### src/rtl/flexka_operand_merging_gen.sv
// Word-serial Karatsuba operand merger: streams L and H from a dual-read RAM,
// computes H+L or H-L with carry/borrow chaining and writes the result back at dst.
module flexka_operand_merging_gen #(
  parameter int unsigned WSIZE  = 64,
  parameter int unsigned ADDR_W = 10,
  parameter int unsigned LEN_W  = 10,
  parameter int unsigned RD_LAT = 2
) (
  input  logic              clk,
  input  logic              rst,
  input  logic              start,
  input  logic              mode,
  input  logic [ADDR_W-1:0] base_l,
  input  logic [LEN_W-1:0]  len_l,
  input  logic [ADDR_W-1:0] base_h,
  input  logic [LEN_W-1:0]  len_h,
  input  logic [ADDR_W-1:0] dst,
  output logic              busy,
  output logic              done,
  output logic [LEN_W:0]    res_len,
  output logic              borrow,
  output logic              rd_valid,
  output logic [ADDR_W-1:0] raddr0,
  output logic [ADDR_W-1:0] raddr1,
  input  logic [WSIZE-1:0]  rdata0,
  input  logic [WSIZE-1:0]  rdata1,
  output logic              wren,
  output logic [ADDR_W-1:0] waddr,
  output logic [WSIZE-1:0]  wdata
);

  typedef enum logic [1:0] {S_IDLE, S_ISSUE, S_DRAIN, S_FINAL} state_t;

  state_t              r_state, w_state;
  logic                r_busy, w_busy;
  logic                r_done, w_done;
  logic [LEN_W:0]      r_res_len, w_res_len;
  logic                r_borrow, w_borrow;
  logic [ADDR_W-1:0]   r_raddr0, w_raddr0;
  logic [ADDR_W-1:0]   r_raddr1, w_raddr1;
  logic                r_wren, w_wren;
  logic [ADDR_W-1:0]   r_waddr, w_waddr;
  logic [WSIZE-1:0]    r_wdata, w_wdata;
  logic                r_wr_last, w_wr_last;
  logic                r_mode, w_mode;
  logic [LEN_W-1:0]    r_len_l, w_len_l;
  logic [LEN_W-1:0]    r_len_h, w_len_h;
  logic [LEN_W-1:0]    r_n, w_n;
  logic [LEN_W-1:0]    r_idx, w_idx;
  logic [ADDR_W-1:0]   r_wptr, w_wptr;
  logic                r_cy, w_cy;

  // Read-request delay line; index 0 is the issue stage, index RD_LAT lines up with returned data.
  logic [RD_LAT:0]     r_p_vld, r_p_zl, r_p_zh, r_p_last;
  logic                w_p0_vld, w_p0_zl, w_p0_zh, w_p0_last;

  logic [LEN_W-1:0]    w_n_in;
  logic [LEN_W-1:0]    w_idx_inc;
  logic [WSIZE-1:0]    w_l, w_h;
  logic [WSIZE:0]      w_sum, w_dif, w_res;

  assign w_n_in    = (len_l > len_h) ? len_l : len_h;
  assign w_idx_inc = r_idx + LEN_W'(1);

  // Operand words past the end of a shorter operand read as zero.
  assign w_l   = r_p_zl[RD_LAT] ? '0 : rdata0;
  assign w_h   = r_p_zh[RD_LAT] ? '0 : rdata1;
  assign w_sum = {1'b0, w_h} + {1'b0, w_l} + (WSIZE+1)'(r_cy);
  assign w_dif = {1'b0, w_h} - {1'b0, w_l} - (WSIZE+1)'(r_cy);
  assign w_res = r_mode ? w_dif : w_sum;

  always_comb begin
    w_state   = r_state;
    w_busy    = r_busy;
    w_done    = 1'b0;
    w_res_len = r_res_len;
    w_borrow  = r_borrow;
    w_raddr0  = r_raddr0;
    w_raddr1  = r_raddr1;
    w_wren    = 1'b0;
    w_waddr   = r_waddr;
    w_wdata   = r_wdata;
    w_wr_last = 1'b0;
    w_mode    = r_mode;
    w_len_l   = r_len_l;
    w_len_h   = r_len_h;
    w_n       = r_n;
    w_idx     = r_idx;
    w_wptr    = r_wptr;
    w_cy      = r_cy;
    w_p0_vld  = 1'b0;
    w_p0_zl   = 1'b0;
    w_p0_zh   = 1'b0;
    w_p0_last = 1'b0;

    if (r_p_vld[RD_LAT]) begin
      w_wren    = 1'b1;
      w_waddr   = r_wptr;
      w_wdata   = w_res[WSIZE-1:0];
      w_cy      = w_res[WSIZE];
      w_wptr    = r_wptr + ADDR_W'(1);
      w_wr_last = r_p_last[RD_LAT];
    end

    case (r_state)
      S_IDLE: begin
        if (start) begin
          w_mode  = mode;
          w_len_l = len_l;
          w_len_h = len_h;
          w_n     = w_n_in;
          w_wptr  = dst;
          w_cy    = 1'b0;
          w_idx   = '0;
          if (w_n_in != '0) begin
            w_state   = S_ISSUE;
            w_busy    = 1'b1;
            w_raddr0  = base_l;
            w_raddr1  = base_h;
            w_p0_vld  = 1'b1;
            w_p0_zl   = (len_l == '0);
            w_p0_zh   = (len_h == '0);
            w_p0_last = (w_n_in == LEN_W'(1));
          end else begin
            w_state   = S_FINAL;
            w_busy    = 1'b0;
            w_done    = 1'b1;
            w_res_len = '0;
            w_borrow  = 1'b0;
          end
        end
      end
      S_ISSUE: begin
        if (r_idx == r_n - LEN_W'(1)) begin
          w_state = S_DRAIN;
        end else begin
          w_idx     = w_idx_inc;
          w_raddr0  = r_raddr0 + ADDR_W'(1);
          w_raddr1  = r_raddr1 + ADDR_W'(1);
          w_p0_vld  = 1'b1;
          w_p0_zl   = (w_idx_inc >= r_len_l);
          w_p0_zh   = (w_idx_inc >= r_len_h);
          w_p0_last = (w_idx_inc == r_n - LEN_W'(1));
        end
      end
      S_DRAIN: begin
        // Last word is on the write port this cycle, so r_cy holds the final carry/borrow.
        if (r_wr_last) begin
          w_state  = S_FINAL;
          w_busy   = 1'b0;
          w_done   = 1'b1;
          w_borrow = r_mode & r_cy;
          if (!r_mode && r_cy) begin
            w_wren    = 1'b1;
            w_waddr   = r_wptr;
            w_wdata   = WSIZE'(1);
            w_res_len = {1'b0, r_n} + (LEN_W+1)'(1);
          end else begin
            w_res_len = {1'b0, r_n};
          end
        end
      end
      S_FINAL: begin
        w_state = S_IDLE;
      end
      default: begin
        w_state = S_IDLE;
      end
    endcase
  end

  always_ff @(posedge clk) begin
    if (rst) begin
      r_state   <= S_IDLE;
      r_busy    <= 1'b0;
      r_done    <= 1'b0;
      r_res_len <= '0;
      r_borrow  <= 1'b0;
      r_raddr0  <= '0;
      r_raddr1  <= '0;
      r_wren    <= 1'b0;
      r_waddr   <= '0;
      r_wdata   <= '0;
      r_wr_last <= 1'b0;
      r_mode    <= 1'b0;
      r_len_l   <= '0;
      r_len_h   <= '0;
      r_n       <= '0;
      r_idx     <= '0;
      r_wptr    <= '0;
      r_cy      <= 1'b0;
      r_p_vld   <= '0;
      r_p_zl    <= '0;
      r_p_zh    <= '0;
      r_p_last  <= '0;
    end else begin
      r_state   <= w_state;
      r_busy    <= w_busy;
      r_done    <= w_done;
      r_res_len <= w_res_len;
      r_borrow  <= w_borrow;
      r_raddr0  <= w_raddr0;
      r_raddr1  <= w_raddr1;
      r_wren    <= w_wren;
      r_waddr   <= w_waddr;
      r_wdata   <= w_wdata;
      r_wr_last <= w_wr_last;
      r_mode    <= w_mode;
      r_len_l   <= w_len_l;
      r_len_h   <= w_len_h;
      r_n       <= w_n;
      r_idx     <= w_idx;
      r_wptr    <= w_wptr;
      r_cy      <= w_cy;
      r_p_vld   <= {r_p_vld[RD_LAT-1:0],  w_p0_vld};
      r_p_zl    <= {r_p_zl[RD_LAT-1:0],   w_p0_zl};
      r_p_zh    <= {r_p_zh[RD_LAT-1:0],   w_p0_zh};
      r_p_last  <= {r_p_last[RD_LAT-1:0], w_p0_last};
    end
  end

  assign busy     = r_busy;
  assign done     = r_done;
  assign res_len  = r_res_len;
  assign borrow   = r_borrow;
  assign rd_valid = r_p_vld[0];
  assign raddr0   = r_raddr0;
  assign raddr1   = r_raddr1;
  assign wren     = r_wren;
  assign waddr    = r_waddr;
  assign wdata    = r_wdata;

endmodule

### config.mk
export PLATFORM = sky130hd
export DESIGN_NAME = flexka_operand_merging_gen
export DESIGN_NICKNAME = d
export VERILOG_FILES = /design/src/rtl/flexka_operand_merging_gen.sv
export SDC_FILE = /design/constraint.sdc
export NUM_CORES = 1
export LEC_CHECK = 0
export BUFFER_PORTS_ARGS = -buffer_cell sky130_fd_sc_hd__buf_2
export CORE_MARGIN = 3
export CORE_UTILIZATION = 25
export CTS_BUF_LIST = sky130_fd_sc_hd__clkbuf_8
export CTS_CLUSTER_SIZE = 8
export DETAILED_ROUTE_END_ITERATION = 10
export HOLD_SLACK_MARGIN = 0.03
export PLACE_DENSITY = 0.44
export SYNTH_ARGS = -nofsm -noshare
export SYNTH_HDL_FRONTEND = slang
export SYNTH_SLANG_ARGS = --single-unit
### constraint.sdc
create_clock -name clk -period 4.86 [get_ports clk]
set_input_delay 0.729 -clock clk [delete_from_list [all_inputs] [get_ports clk]]
set_output_delay 0.729 -clock clk [all_outputs]
set_load 0.005 [all_outputs]
# Yosys cells after proc, flatten, opt, wreduce, memory -nomap -nowiden
# Cells that the tools add are included.
[op_classes] add_sub_neg=10 magnitude_cmp=3 n_eq_ne=12 n_mux=70 bitwise_logic=2 n_reduce_logical=15
[ops] cell="two-way mux 64 bit" n=6
[ops] cell="two-way mux 10 bit" n=16
[ops] cell="adder 64 x 64 -> 65 bit" n=1
[ops] cell="adder 65 x 1 -> 65 bit" n=1
[ops] cell="two-way mux 65 bit" n=1
[ops] cell="subtractor 64 x 64 -> 65 bit" n=1
[ops] cell="subtractor 65 x 1 -> 65 bit" n=1
[ops] cell="case mux 10 bit (2 select lines)" n=3
[ops] cell="two-way mux 11 bit" n=4
[ops] cell="adder 10 x 1 -> 10 bit (second input constant)" n=4
[ops] cell="two-way mux 1 bit" n=27
[ops] cell="case mux 11 bit (2 select lines)" n=1
[ops] cell="equality test 10 bit" n=2
[ops] cell=">= comparator 10 bit" n=2
[ops] cell="zero test 10 bit" n=2
[ops] cell="case mux 1 bit (2 select lines)" n=7
[ops] cell="inequality test 2 bit (second input constant)" n=6
[ops] cell="adder 10 x 1 -> 11 bit (second input constant)" n=1
[ops] cell="equality test 10 x 1 -> 1 bit (second input constant)" n=1
[ops] cell="greater-than comparator 10 bit" n=1
[ops] cell="nonzero test 10 bit" n=1
[ops] cell="subtractor 10 x 1 -> 10 bit (second input constant)" n=1
[ops] cell="AND reduction 3 bit" n=3
[ops] cell="two-way mux 2 bit" n=4
[ops] cell="12 further kinds" n=15
[word_totals] regBits=176 input_bits=182 out_inout_bits=110 word_cells=134

# Logic depth before layout (Yosys ltp)
[logic_depth] depth_word=8 ltp_mapped=20 mapped_depth_nobuf=17

# Worst setup path after synthesis
# Ideal clock, no wire load.
[synth_path] path_kind="register -> register" start="register r_p_zh[2]" end="register r_wdata[55] (netlist: wdata[55])" setup_ps=131 arrival_ps=4028 required_time_ps=4729 path_slack_ps=701 path_stages_with_launch=19 n_path_buf=2 synth_period_minus_slack_ps=4159 cell_sequence="dfxtp_1 clkbuf_1 clkbuf_1 nand2b_1 fa_1 inv_1 ha_1 and3b_1 o31a_1 o41a_1 a21oi_2 o21ai_1 a21bo_2 a221o_1 a2bb2oi_1 nand2_1 a21boi_0 xor2_1 a21oi_1"
[synth_between] elab_chain_len=8 word_cells_on_any_way=10 cone_classes="add/sub: 4; mux: 6"
[synth_rtl] element="start, declared" line_no="54" rtl="logic [RD_LAT:0] r_p_vld, r_p_zl, r_p_zh, r_p_last;"
[synth_rtl] element="start signal, assigned" line_no="217" rtl="r_p_zh <= {r_p_zh[RD_LAT-1:0], w_p0_zh};"
[synth_rtl] element="two-way mux 64 bit (*)" line_no="67" rtl="assign w_h = r_p_zh[RD_LAT] ? '0 : rdata1;"
[synth_rtl] element="adder 64 x 64 -> 65 bit / subtractor 64 x 64 -> 65 bit (equally long branches)" line_no="68, 69"
[synth_rtl] element="adder 65 x 1 -> 65 bit / subtractor 65 x 1 -> 65 bit (equally long branches)" line_no="68, 69"
[synth_rtl] element="two-way mux 65 bit (*)" line_no="70" rtl="assign w_res = r_mode ? w_dif : w_sum;"
[synth_rtl] element="two-way mux 64 bit (*)" line_no="96" rtl="if (r_p_vld[RD_LAT]) begin"
[synth_rtl] element="two-way mux 64 bit" line_no="153" rtl="if (!r_mode && r_cy) begin"
[synth_rtl] element="two-way mux 64 bit" line_no="148" rtl="if (r_wr_last) begin"
[synth_rtl] element="two-way mux 64 bit (*)" line_no="105" rtl="case (r_state)"
[synth_rtl] element="end signal, assigned" line_no="206" rtl="r_wdata <= w_wdata;"
[synth_rtl] element="end, declared" line_no="43" rtl="logic [WSIZE-1:0] r_wdata, w_wdata;"
# Mark *: on every way between the ends. The rest lies on a longest branch, timed or not.
# A chain may end at the register's enable or synchronous reset.

# Final worst setup path
[layout_path] start="register r_p_zh[2]" end="register r_wdata[62] (netlist: wdata[62])"
# The elaborated chain is that of the path after synthesis.

==> flow_summary.toml <==
[finish]
seq_area_mm2 = 0.003533
fin_nets = 3193
drive_above_1_share_pct = 15.31
fin_cells = 3747
multiInputGateArea_mm2 = 0.01347
n_fill_cell = 7914
area.growth.synth_to_final_pct = 16.83

[sta]
hold_ws_ns = 0.4242
skew_ns = 0.02859
fin_crit_sh_pct = 92.01
tightestPinTransition_ns = 0.9999
min_period_ns = 4.472
maxSlewViolCount = 0
fmax_mhz = 223.6
finalHoldViolations = 0
grt_setup_unrepaired = "false"
setup_viol = 0
slew_headroom_pct = 33.13

[floorplanning]
die_width_um = 277.0
start_util_pct = 25.46
pin_count = 292
dieArea_mm2 = 0.07671
core_area_mm2 = 0.07210
die_h_um = 277.0
fp-row-count = 98

[drt]
wl_per_cell_um = 18.23
drt_iter0_drc = 1194
routed_wl_mm = 68.31
post-route-drc-count = 0
route.antenna.remaining_nets = 0
route.vias.total = 18690
firstDrtPassIters = 6
vias_per_cell = 4.987

[synth]
synth-async-reset-ratio_pct = 0
synth_edf_count = 0
ys_ff_latch = 176
ys_seq_area_share_pct = 19.19
synth_fp_nets = 2958
synthCells = 2548
ys.flop_type = "dfxtp_1"
syn_area_per_cell_um2 = 7.204
synth.distinct_cells = 74
ys_warn_count = 0
netlist_area_mm2 = 0.01836

[cts]
cts.sinks = 176
hold_buffers = 0
cts_resized = 0
clockBufferDepth = 2
cts_made_buffers = 17
clkTransAtPathRegs_ns = 0.14
clk_latency_ns = 0.59
root_buffer = "clkbuf_8"
htreeDepth = 4
cts_tree = "yes"
postCtsSetupRepairBufs = 0

[min_path]
min_path_type = "input pin to register"
min_path_cells = 3
hp-start = "mode"
holdPathEnd = "r_mode"

[worst_setup_path]
worstSetupEndpointType = "register"
r2r_slack_ns = 0.39
worst_path_largest_cell_delay_ns = 0.44
crit_family = "compound AO/OA/AOI/OAI gates"
r2r_end = "wdata[62]"
worstPathMaxFanout = 7
worstPathArrival_ns = 4.93
cp_num_buf_inv = 4
critPathRequiredTime_ns = 5.31
path_common_cell = "buf_4"
start_kind = "register"
slowest_stage = "fa_1"
crit_type = "register to register"
r2r-start = "r_p_zh[2]"
crit_chain = "nand2b_1 -> fa_1 -> inv_1 -> fa_1 -> a21o_1 -> nand3_1 -> buf_4 -> a211oi_1 -> nor2_1 -> o31ai_1 -> buf_4 -> a31oi_1 -> buf_4 -> o211ai_1 -> a31o_2 -> a21oi_1 -> o21ai_0 -> xnor2_1 -> a21oi_1"
worst_r2r_path_depth = 19

[power]
clkPwrFrac_pct = 18.6
p_switching_uw = 3017
p_per_area_mw_per_mm2 = 300.1
vdd_drop_max_uv = 149.1
p_int_uw = 3418
p_total_uw = 6435
power_frac_seq_pct = 28.3
cellLeakagePower_uw = 0.009777
p_sw_share_pct = 46.89
combPwrFrac_pct = 53.1

[global_routing]
antenna_found_initial = 10
grt_overflow = 0
grt_max_degree = 74
grt_usage_pct = 17.28
grt_pass1_vias = 18750
grt_pass1_wl_mm = 105.7

[placed_design]
hpwl_mm = 54.36
io_buffers = 291
gp_congestion = 0.9084
post-place-cells = 3714

[outcome]
status = "completed"

[run]
drv_cap = 0
==> kinds of logic after synthesis <==
family / synth area share, %
buffers and inverters: 7.545
flip-flops: 19.19
adder cells (fa/ha/maj): 15.81
multiplexers: 2.529
XOR/XNOR: 7.920
AND/OR/NAND/NOR: 22.14
AO/OA/AOI/OAI: 24.86
==> state kept, by name, summed over array words and instances, names as in the netlist <==
| signal | flops |
|---|---|
| r_n | 10 |
| r_p_zl | 3 |
| r_cy | 1 |
| borrow | 1 |
| r_p_last | 3 |
| r_len_l | 10 |
| r_state | 2 |
| r_len_h | 10 |
| r_mode | 1 |
| res_len | 11 |
| r_p_zh | 3 |
| raddr0 | 10 |
| r_idx | 10 |
| raddr1 | 10 |
| done | 1 |
| wdata | 64 |
| busy | 1 |
| r_wr_last | 1 |
| waddr | 10 |
| r_p_vld | 3 |
| wren | 1 |
| r_wptr | 10 |
==> stage by stage <==
step	worst slack [ns]	TNS, ns	instance area [um2]	utilization [%]
after CTS	0.3430	0	21440	29.74
after detailed placement	-0.03579	-0.05012	21020	29.15
after global placement	-0.02908	-0.03978	21020	29.15
after floorplan	0.7007	0	18360	-
after global routing	0.1098	0	21440	29.74
final	0.3883	0	21450	29.74
==> area by class of cell <==
class                      instances  area share, %
inverter                         215          3.763
tap                              950          5.543
clock buffer                      18          1.155
clock inverter                    14         0.8285
sequential                       176          16.48
multi-input combinational       2011          62.82
timing repair buffer             362          9.405
antenna                            1        0.01167
==> synth_stat cells (32+ instances only) <==
master      n  area (um2)
a211oi_1   52       390.4
a21o_1     94       705.7
mux2i_1    43       430.4
a21oi_1   283        1416
nand2b_1   32       200.2
nor2b_1   147       919.6
o21ai_0   139       695.7
clkbuf_1  123       461.7
inv_1     214       803.3
nand4_1    46       287.8
nor3_1     35       175.2
nand3_1    79       395.4
xnor2_1   118        1033
ha_1      224        2803
dfxtp_1   176        3523
nand2_1   186       698.2
xor2_1     48       420.4
nor2_1    235       882.1
==> metal layers <==
layer | GRT usage [%] | wire length (um)
met2 | 29.15 | 31890
met3 | 2.866 | 3002
met5 | 0 | 24
met1 | 22.76 | 31980
met4 | 4.593 | 1409
==> cells in the final DEF (no fill, tap or decap), types with 70 or more instances in the layout <==
cell type,Yosys,routed
a21o_1,94,94
a21oi_1,283,283
buf_2,12,290
buf_4,0,70
dfxtp_1,176,172
ha_1,224,223
inv_1,214,214
nand2_1,186,186
nand3_1,79,79
nor2_1,235,235
nor2b_1,147,147
o21ai_0,139,139
xnor2_1,118,118
==> worst reg2reg max path, stage by stage (launching register included) <==
cell,delay [ns]
dfxtp_2,0.39
nand2b_1,0.21
fa_1,0.44
inv_1,0.09
fa_1,0.20
a21o_1,0.16
nand3_1,0.11
buf_4,0.16
a211oi_1,0.42
nor2_1,0.14
o31ai_1,0.35
buf_4,0.20
a31oi_1,0.08
buf_4,0.20
o211ai_1,0.32
a31o_2,0.24
a21oi_1,0.13
o21ai_0,0.25
xnor2_1,0.16
a21oi_1,0.09
==> power by group through the flow <==
stage,logic [uW],clock network [uW],registers (uW)
final,3420,1190,1820
after global routing,3800,1290,1850
after CTS,3420,1260,1830
after detailed placement,3400,0,1860
after global placement,3370,0,1850
after floorplan,2440,0,1760
==> how the worst max path moves through the flow <==
| stage | start | endpoint | cells after the start |
|---|---|---|---|
| 2_1_floorplan | r_p_zh[2] | wdata[55] | 18 |
| 3_3_place_gp | rdata1[0] | wdata[62] | 20 |
| 3_5_place_dp | rdata1[0] | wdata[62] | 20 |
| 4_1_cts | r_p_zh[2] | r_cy | 15 |
| 5_1_grt | r_p_zh[2] | wdata[61] | 16 |
| 6_report | r_p_zh[2] | wdata[62] | 19 |
Note: power is estimated with default switching activity, not from simulation.
